**src/rtl/execute_pkg.sv**
```systemverilog
// Shared types for the execute stage: ALU and M-extension op encodings, branch types and the
// multiply/divide FSM states.
package execute_pkg;

    typedef enum logic [3:0] {
        ALU_ADD   = 4'd0,
        ALU_SUB   = 4'd1,
        ALU_AND   = 4'd2,
        ALU_OR    = 4'd3,
        ALU_XOR   = 4'd4,
        ALU_SLT   = 4'd5,
        ALU_SLTU  = 4'd6,
        ALU_SLL   = 4'd7,
        ALU_SRL   = 4'd8,
        ALU_SRA   = 4'd9,
        ALU_PASSB = 4'd10
    } alu_op_t;

    typedef enum logic [2:0] {
        MD_MUL    = 3'd0,
        MD_MULH   = 3'd1,
        MD_MULHSU = 3'd2,
        MD_MULHU  = 3'd3,
        MD_DIV    = 3'd4,
        MD_DIVU   = 3'd5,
        MD_REM    = 3'd6,
        MD_REMU   = 3'd7
    } muldiv_op_t;

    typedef enum logic [2:0] {
        BR_BEQ  = 3'b000,
        BR_BNE  = 3'b001,
        BR_BLT  = 3'b100,
        BR_BGE  = 3'b101,
        BR_BLTU = 3'b110,
        BR_BGEU = 3'b111
    } branch_type_t;

    typedef enum logic [1:0] {
        IDLE = 2'd0,
        BUSY = 2'd1,
        DONE = 2'd2
    } md_state_t;

    function automatic logic md_is_div(muldiv_op_t op);
        return op[2];
    endfunction

    function automatic logic md_a_signed(muldiv_op_t op);
        return op inside {MD_MUL, MD_MULH, MD_MULHSU, MD_DIV, MD_REM};
    endfunction

    function automatic logic md_b_signed(muldiv_op_t op);
        return op inside {MD_MUL, MD_MULH, MD_DIV, MD_REM};
    endfunction

endpackage

```
**src/rtl/execute_m_muldiv_iter.sv**
```systemverilog
// Iterative M-extension unit: radix-2 shift-add multiply and restoring divide on operand
// magnitudes, one step per cycle, with sign fix-up and divide special cases.
module muldiv_iter
    import execute_pkg::*;
#(
    parameter int unsigned XLEN = 32
) (
    input  logic            clk,
    input  logic            rst,
    input  logic            start,
    input  logic            flush,
    input  muldiv_op_t      op,
    input  logic [XLEN-1:0] a,
    input  logic [XLEN-1:0] b,
    output logic            busy,
    output logic            done,
    output logic [XLEN-1:0] result
);

    localparam int unsigned CW = $clog2(XLEN);
    localparam logic [XLEN-1:0] MIN_NEG = {1'b1, {(XLEN-1){1'b0}}};

    md_state_t         state_q, state_d;
    logic [CW-1:0]     cnt_q, cnt_d;
    logic [2*XLEN-1:0] acc_q, acc_d;
    logic [XLEN-1:0]   opnd_q, opnd_d;
    muldiv_op_t        op_q, op_d;
    logic              neg_q, neg_d;
    logic              rneg_q, rneg_d;
    logic              special_q, special_d;
    logic [XLEN-1:0]   spec_q, spec_d;

    logic              a_neg, b_neg, div_zero, div_ovf;
    logic [XLEN-1:0]   a_abs, b_abs;
    logic [XLEN:0]     mul_sum, rem_sh, div_diff;
    logic [2*XLEN-1:0] mul_next, div_next, prod;
    logic [XLEN-1:0]   quot, rem;

    assign a_neg    = md_a_signed(op) & a[XLEN-1];
    assign b_neg    = md_b_signed(op) & b[XLEN-1];
    assign a_abs    = a_neg ? -a : a;
    assign b_abs    = b_neg ? -b : b;
    assign div_zero = md_is_div(op) && (b == '0);
    assign div_ovf  = (op == MD_DIV || op == MD_REM) && (a == MIN_NEG) && (b == '1);

    // Multiply: acc = {partial product, remaining multiplier bits}
    assign mul_sum  = {1'b0, acc_q[2*XLEN-1:XLEN]} + {1'b0, (acc_q[0] ? opnd_q : '0)};
    assign mul_next = {mul_sum, acc_q[XLEN-1:1]};

    // Divide: acc = {partial remainder, dividend bits shifting into quotient}
    assign rem_sh   = acc_q[2*XLEN-1:XLEN-1];
    assign div_diff = rem_sh - {1'b0, opnd_q};
    assign div_next = div_diff[XLEN] ? {rem_sh[XLEN-1:0], acc_q[XLEN-2:0], 1'b0}
                                     : {div_diff[XLEN-1:0], acc_q[XLEN-2:0], 1'b1};

    always_comb begin
        state_d   = state_q;
        cnt_d     = cnt_q;
        acc_d     = acc_q;
        opnd_d    = opnd_q;
        op_d      = op_q;
        neg_d     = neg_q;
        rneg_d    = rneg_q;
        special_d = special_q;
        spec_d    = spec_q;
        busy      = 1'b0;
        done      = 1'b0;

        case (state_q)
            IDLE: begin
                if (start) begin
                    busy      = 1'b1;
                    op_d      = op;
                    cnt_d     = '0;
                    neg_d     = a_neg ^ b_neg;
                    rneg_d    = a_neg;
                    special_d = div_zero | div_ovf;
                    if (div_zero) begin
                        spec_d  = op[1] ? a : '1;
                        state_d = DONE;
                    end else if (div_ovf) begin
                        spec_d  = op[1] ? '0 : a;
                        state_d = DONE;
                    end else begin
                        state_d = BUSY;
                        if (md_is_div(op)) begin
                            acc_d  = {{XLEN{1'b0}}, a_abs};
                            opnd_d = b_abs;
                        end else begin
                            acc_d  = {{XLEN{1'b0}}, b_abs};
                            opnd_d = a_abs;
                        end
                    end
                end
            end
            BUSY: begin
                busy  = 1'b1;
                acc_d = md_is_div(op_q) ? div_next : mul_next;
                cnt_d = cnt_q + 1'b1;
                if (cnt_q == CW'(XLEN - 1)) begin
                    state_d = DONE;
                end
            end
            DONE: begin
                done    = 1'b1;
                state_d = IDLE;
            end
            default: state_d = IDLE;
        endcase

        if (flush) begin
            state_d = IDLE;
            busy    = 1'b0;
            done    = 1'b0;
        end
    end

    always_ff @(posedge clk or posedge rst) begin
        if (rst) begin
            state_q   <= IDLE;
            cnt_q     <= '0;
            acc_q     <= '0;
            opnd_q    <= '0;
            op_q      <= MD_MUL;
            neg_q     <= 1'b0;
            rneg_q    <= 1'b0;
            special_q <= 1'b0;
            spec_q    <= '0;
        end else begin
            state_q   <= state_d;
            cnt_q     <= cnt_d;
            acc_q     <= acc_d;
            opnd_q    <= opnd_d;
            op_q      <= op_d;
            neg_q     <= neg_d;
            rneg_q    <= rneg_d;
            special_q <= special_d;
            spec_q    <= spec_d;
        end
    end

    // Sign fix-up: negating the full product keeps both halves correct
    assign prod = neg_q ? -acc_q : acc_q;
    assign quot = neg_q ? -acc_q[XLEN-1:0] : acc_q[XLEN-1:0];
    assign rem  = rneg_q ? -acc_q[2*XLEN-1:XLEN] : acc_q[2*XLEN-1:XLEN];

    always_comb begin
        result = '0;
        if (special_q) begin
            result = spec_q;
        end else begin
            case (op_q)
                MD_MUL:                      result = prod[XLEN-1:0];
                MD_MULH, MD_MULHSU, MD_MULHU: result = prod[2*XLEN-1:XLEN];
                MD_DIV, MD_DIVU:             result = quot;
                MD_REM, MD_REMU:             result = rem;
                default:                     result = '0;
            endcase
        end
    end

endmodule

```
**src/rtl/execute_m.sv**
```systemverilog
// Execute stage: ALU, operand muxes, branch comparator and target adder, plus the iterative
// multiply/divide unit that stalls the pipeline while it runs.
module execute_m
    import execute_pkg::*;
#(
    parameter int unsigned XLEN = 32
) (
    input  logic            clk,
    input  logic            rst,
    input  logic            ValidE,
    input  logic            FlushE,
    input  logic            JumpE,
    input  logic            BranchE,
    input  logic [2:0]      BranchTypeE,
    input  logic [3:0]      ALUControlE,
    input  logic            MulDivE,
    input  logic [2:0]      MulDivOpE,
    input  logic            ALUSrcAE,
    input  logic            ALUSrcBE,
    input  logic [XLEN-1:0] PCE,
    input  logic [XLEN-1:0] ExtImmE,
    input  logic [XLEN-1:0] SrcAE,
    input  logic [XLEN-1:0] WriteDataE,
    output logic            PCSrcE,
    output logic [XLEN-1:0] ALUResultE,
    output logic [XLEN-1:0] PCTargetE,
    output logic            StallE
);

    localparam int unsigned SHW = $clog2(XLEN);

    alu_op_t         alu_op;
    branch_type_t    br_type;
    logic [XLEN-1:0] srca, srcb, alu_result, md_result;
    logic [SHW-1:0]  shamt;
    logic            eq, lt, ltu, taken;
    logic            md_start, md_busy, md_done;

    assign alu_op  = alu_op_t'(ALUControlE);
    assign br_type = branch_type_t'(BranchTypeE);
    assign srca    = ALUSrcAE ? SrcAE : PCE;
    assign srcb    = ALUSrcBE ? ExtImmE : WriteDataE;
    assign shamt   = srcb[SHW-1:0];

    assign eq  = (srca == srcb);
    assign lt  = ($signed(srca) < $signed(srcb));
    assign ltu = (srca < srcb);

    always_comb begin
        alu_result = '0;
        case (alu_op)
            ALU_ADD:   alu_result = srca + srcb;
            ALU_SUB:   alu_result = srca - srcb;
            ALU_AND:   alu_result = srca & srcb;
            ALU_OR:    alu_result = srca | srcb;
            ALU_XOR:   alu_result = srca ^ srcb;
            ALU_SLT:   alu_result = {{(XLEN-1){1'b0}}, lt};
            ALU_SLTU:  alu_result = {{(XLEN-1){1'b0}}, ltu};
            ALU_SLL:   alu_result = srca << shamt;
            ALU_SRL:   alu_result = srca >> shamt;
            ALU_SRA:   alu_result = $signed(srca) >>> shamt;
            ALU_PASSB: alu_result = srcb;
            default:   alu_result = '0;
        endcase
    end

    always_comb begin
        taken = 1'b0;
        case (br_type)
            BR_BEQ:  taken = eq;
            BR_BNE:  taken = ~eq;
            BR_BLT:  taken = lt;
            BR_BGE:  taken = ~lt;
            BR_BLTU: taken = ltu;
            BR_BGEU: taken = ~ltu;
            default: taken = 1'b0;
        endcase
    end

    assign PCSrcE    = ValidE & ~FlushE & ~MulDivE & (JumpE | (BranchE & taken));
    assign PCTargetE = PCE + ExtImmE;

    // M ops take rs1/rs2 directly, bypassing the operand muxes
    assign md_start = ValidE & MulDivE & ~FlushE;

    muldiv_iter #(
        .XLEN(XLEN)
    ) u_muldiv (
        .clk    (clk),
        .rst    (rst),
        .start  (md_start),
        .flush  (FlushE),
        .op     (muldiv_op_t'(MulDivOpE)),
        .a      (SrcAE),
        .b      (WriteDataE),
        .busy   (md_busy),
        .done   (md_done),
        .result (md_result)
    );

    assign StallE     = ~rst & ~FlushE & md_busy;
    assign ALUResultE = MulDivE ? (md_done ? md_result : '0) : alu_result;

endmodule

```
**config.mk**
```make
export PLATFORM = sky130hd
export DESIGN_NAME = execute_m
export DESIGN_NICKNAME = d
export VERILOG_FILES = /design/src/rtl/execute_pkg.sv /design/src/rtl/execute_m_muldiv_iter.sv /design/src/rtl/execute_m.sv
export SDC_FILE = /design/constraint.sdc
export NUM_CORES = 2
export LEC_CHECK = 0
export CAP_MARGIN = 20
export CORE_MARGIN = 1
export CORE_UTILIZATION = 50
export CTS_CLUSTER_DIAMETER = 60
export DETAILED_ROUTE_END_ITERATION = 6
export GPL_TIMING_DRIVEN = 0
export MAX_ROUTING_LAYER = met4
export PLACE_DENSITY = 0.71
export SYNTH_ARGS = -nofsm -noshare
export SYNTH_HDL_FRONTEND = slang
export SYNTH_HIERARCHICAL = 1
export SYNTH_SLANG_ARGS = --single-unit
```
**constraint.sdc**
```tcl
create_clock -name clk -period 11.2 [get_ports clk]
set_input_delay 2.8 -clock clk [delete_from_list [all_inputs] [get_ports clk]]
set_output_delay 2.8 -clock clk [all_outputs]
set_load 0.01 [all_outputs]
```
==> reports/metrics.cfg <==
[status]
run_status = finished with violations
failed_checks = setup timing

[pwr]
reported_leakage_power_nw = 12.79
power_density_nw_per_um2 = 173.0
vdd_ir_max_mv = 0.1151

[synthesis]
count_leader_synth = sky130_fd_sc_hd__nor2_1
synth-async-reset-ratio_pct = 100.0
synthFlopType = sky130_fd_sc_hd__dfrtp_1
yosys-top-cells-area = sky130_fd_sc_hd__dfrtp_1, sky130_fd_sc_hd__ha_1, sky130_fd_sc_hd__mux2i_1, sky130_fd_sc_hd__a21oi_1, sky130_fd_sc_hd__nor2_1
synth_cell_types = 102
synthesis_stage_register_bit_count = 141
synth_warnings = 6
avgSynthCellArea_sq_um = 7.124
postSynthCellCount = 3696
yosysTopAreaCellShare_pct = 13.40
post-synth-top-area-cell = sky130_fd_sc_hd__dfrtp_1
synth_cell_count_leaders = sky130_fd_sc_hd__nor2_1, sky130_fd_sc_hd__a21oi_1, sky130_fd_sc_hd__nand2_1
synthesis.nets = 4054
combined_area_of_all_synthesized_cells_sq_um = 26330
synth-edff-count = 0
synth_seq_area_share_pct = 13.40

[worst_setup_path]
crit_fanout = 11
worst_ep_arrival_time_ps = 8480
r2r_start = u_muldiv/acc_q[31]
reg2reg_slack_ps = 6570
cp-startpoint = WriteDataE[3]
cp_data_required_time_ps = 8400
crit_end = ALUResultE[28]
worst_r2r_endpoint = u_muldiv/acc_q[33]
reg2reg_depth = 14
worst-setup-path-type = in2out
timing.critical_path.from_type = input port
endpoint_kind = primary output

[flow_run]
max-cap-violations = 0

[timing]
fin_ws_ps = -82.36
final.hold.worst_slack_ps = 482.3
final_clock_period_utilization_by_the_worst_path_pct = 100.7
final_period_minus_worst_setup_slack_ps = 11280
rsz_0062_raised_after_global_routing = false
max_slew.worst_pin.slew_ps = 1312
clock.fmax_ghz = 0.08863
setup_viol_count_final = 2
fin_skew_ps = 8.975
finalHoldViolCount = 0
slew-limit-headroom_pct = 12.53
report.final.slew_viol_count = 0

[die]
io_pins = 213
die_width_microns = 231.5
dieHeight_microns = 231.5
initial_utilization_pct = 50.91
die_area_sq_um = 53590
core.rowCount = 83
design.core.area_sq_um = 51720

[finish]
utilization_pct = 58.00
drive_gt1_share_pct = 5.051
postLayoutCellArea_sq_um = 30000
finalNetCount = 4285
area_growth_syn_to_layout_pct = 13.91
final_cell_count_no_fill = 4629
fillCellCount = 5084

[placement]
numPortBuffers = 209
gp_congestion = 1.270
placedCellCount = 4590
dp.final_hpwl_mm = 116.4
placed_cell_area_sq_um = 29340

[detailed_routing]
drt_iter0_markers = 5568
drc_errors = 0
avgRoutedWirePerCell_microns = 30.65
routed_wirelength_mm = 141.9
avgViaCountPerCell = 6.975
pre_repair_dr_iteration_count = 6
vias = 32290
antenna_left = 0

[clock_network]
clkSlewWorstSetupHoldPaths_ps = 60
h-tree-depth = 4
cts_tree = done
buffers_from_clock_root_to_sink_at_most = 2
cts-buffers-inserted = 17
clk-insertion-delay-late_ps = 480
cts_hold_buf = 0
tritoncts_num_sinks = 141
cts_root_buffer = sky130_fd_sc_hd__clkbuf_16

[min_path]
hold_path_class = reg2reg

[global_route]
gr-usage-all-layers_pct = 53.10
grt_first_pass_wirelength_mm = 201.7
grt_pass1_vias = 29650
grt_overflow = 0
grt_start_max_net_pins = 81
antenna_found_initial = 7

## stage by stage
step	power [mW]	worst slack [ps]	setup TNS, ps
2_1_floorplan	3.172	1348	0
3_3_place_gp	4.390	-1184	-19040
3_5_place_dp	4.394	-1058	-16750
4_1_cts	4.981	18.47	0
5_1_grt	5.402	36.90	0
6_report	5.188	-82.36	-91.39
## layout by cell type (no fill, tap or decap), types with 89 or more instances in the layout
cell	n
sky130_fd_sc_hd__o21ai_0	244
sky130_fd_sc_hd__nor3_1	89
sky130_fd_sc_hd__nor2_1	368
sky130_fd_sc_hd__nand2_1	328
sky130_fd_sc_hd__clkbuf_1	183
sky130_fd_sc_hd__xnor2_1	143
sky130_fd_sc_hd__a21oi_1	365
sky130_fd_sc_hd__dfrtp_1	141
sky130_fd_sc_hd__inv_1	208
sky130_fd_sc_hd__ha_1	206
sky130_fd_sc_hd__clkdlybuf4s50_1	209
sky130_fd_sc_hd__mux2i_1	245
## critical path, stage by stage
cell and delay (ps):
sky130_fd_sc_hd__clkdlybuf4s50_1 830, sky130_fd_sc_hd__mux2i_4 250, sky130_fd_sc_hd__buf_4 200, sky130_fd_sc_hd__inv_2 240, sky130_fd_sc_hd__buf_1 590, sky130_fd_sc_hd__clkbuf_2 460, sky130_fd_sc_hd__ha_1 270, sky130_fd_sc_hd__and3_1 170
sky130_fd_sc_hd__a41oi_1 70, sky130_fd_sc_hd__a221o_1 450, sky130_fd_sc_hd__o21ai_1 390, sky130_fd_sc_hd__a21oi_1 190, sky130_fd_sc_hd__o31ai_1 240, sky130_fd_sc_hd__o311a_1 220, sky130_fd_sc_hd__xnor2_1 70, sky130_fd_sc_hd__o31ai_1 350
sky130_fd_sc_hd__clkdlybuf4s50_1 640
## cells by family after synthesis
| kind of cell | synth area share (%) |
|---|---|
| XOR/XNOR | 7.479 |
| multiplexers | 12.12 |
| adder cells (fa/ha/maj) | 11.23 |
| AND/OR/NAND/NOR | 19.41 |
| buffers and inverters | 7.085 |
| flip-flops | 13.40 |
| AO/OA/AOI/OAI | 29.28 |
## where the power goes
part	switching, mW	leakage [nW]	internal, mW
Sequential	0.197	1.79	0.624
Clock	0.258	0.253	0.298
Combinational	2.48	10.7	1.33
## sequential cells by signal, summed over array words and instances, names as in the netlist
register and flops:
u_muldiv/acc_q 64, u_muldiv/cnt_q 5, u_muldiv/neg_q 1, u_muldiv/op_q 3, u_muldiv/opnd_q 32, u_muldiv/rneg_q 1
u_muldiv/spec_q 32, u_muldiv/special_q 1, u_muldiv/state_q 2
## metal layers
metal  vias up  wire length, microns  global-route usage (%)
met5         -                     0                       -
met4         0                 13060                   39.57
met3       626                 19940                   17.31
met2      2638                 57000                   74.34
met1     15090                 51890                   62.92
li1      13930                     -                       -
## layout make-up
class                           instances  area (sq um)  area share [%]
Clock buffer                           19         452.9           1.510
Buffer                                249          1065           3.550
Inverter                              213         804.5           2.682
Multi-Input combinational cell       3087         20980           69.95
Timing Repair Buffer                  218          2183           7.279
Sequential cell                       141          3528           11.76
Tap cell                              680         850.8           2.837
Antenna cell                            9         22.52         0.07508
Clock inverter                         13         107.6          0.3587
## how the worst min path moves through the flow
stage / from / end / slack (ps) / cells past startpoint
2_1_floorplan: u_muldiv/opnd_q[26] / u_muldiv/opnd_q[26] / 450 / 2
3_3_place_gp: u_muldiv/opnd_q[29] / u_muldiv/opnd_q[29] / 460 / 2
3_5_place_dp: u_muldiv/opnd_q[11] / u_muldiv/opnd_q[11] / 470 / 2
4_1_cts: u_muldiv/opnd_q[11] / u_muldiv/opnd_q[11] / 480 / 2
5_1_grt: u_muldiv/opnd_q[25] / u_muldiv/opnd_q[25] / 500 / 2
6_report: u_muldiv/opnd_q[16] / u_muldiv/opnd_q[16] / 480 / 2
## what timing repair did
action,CTS,global route
resized for setup,10,13
setup buffers,2,1
endpoints found under the setup margin,29,15
Power figures use the tool's default switching activity.
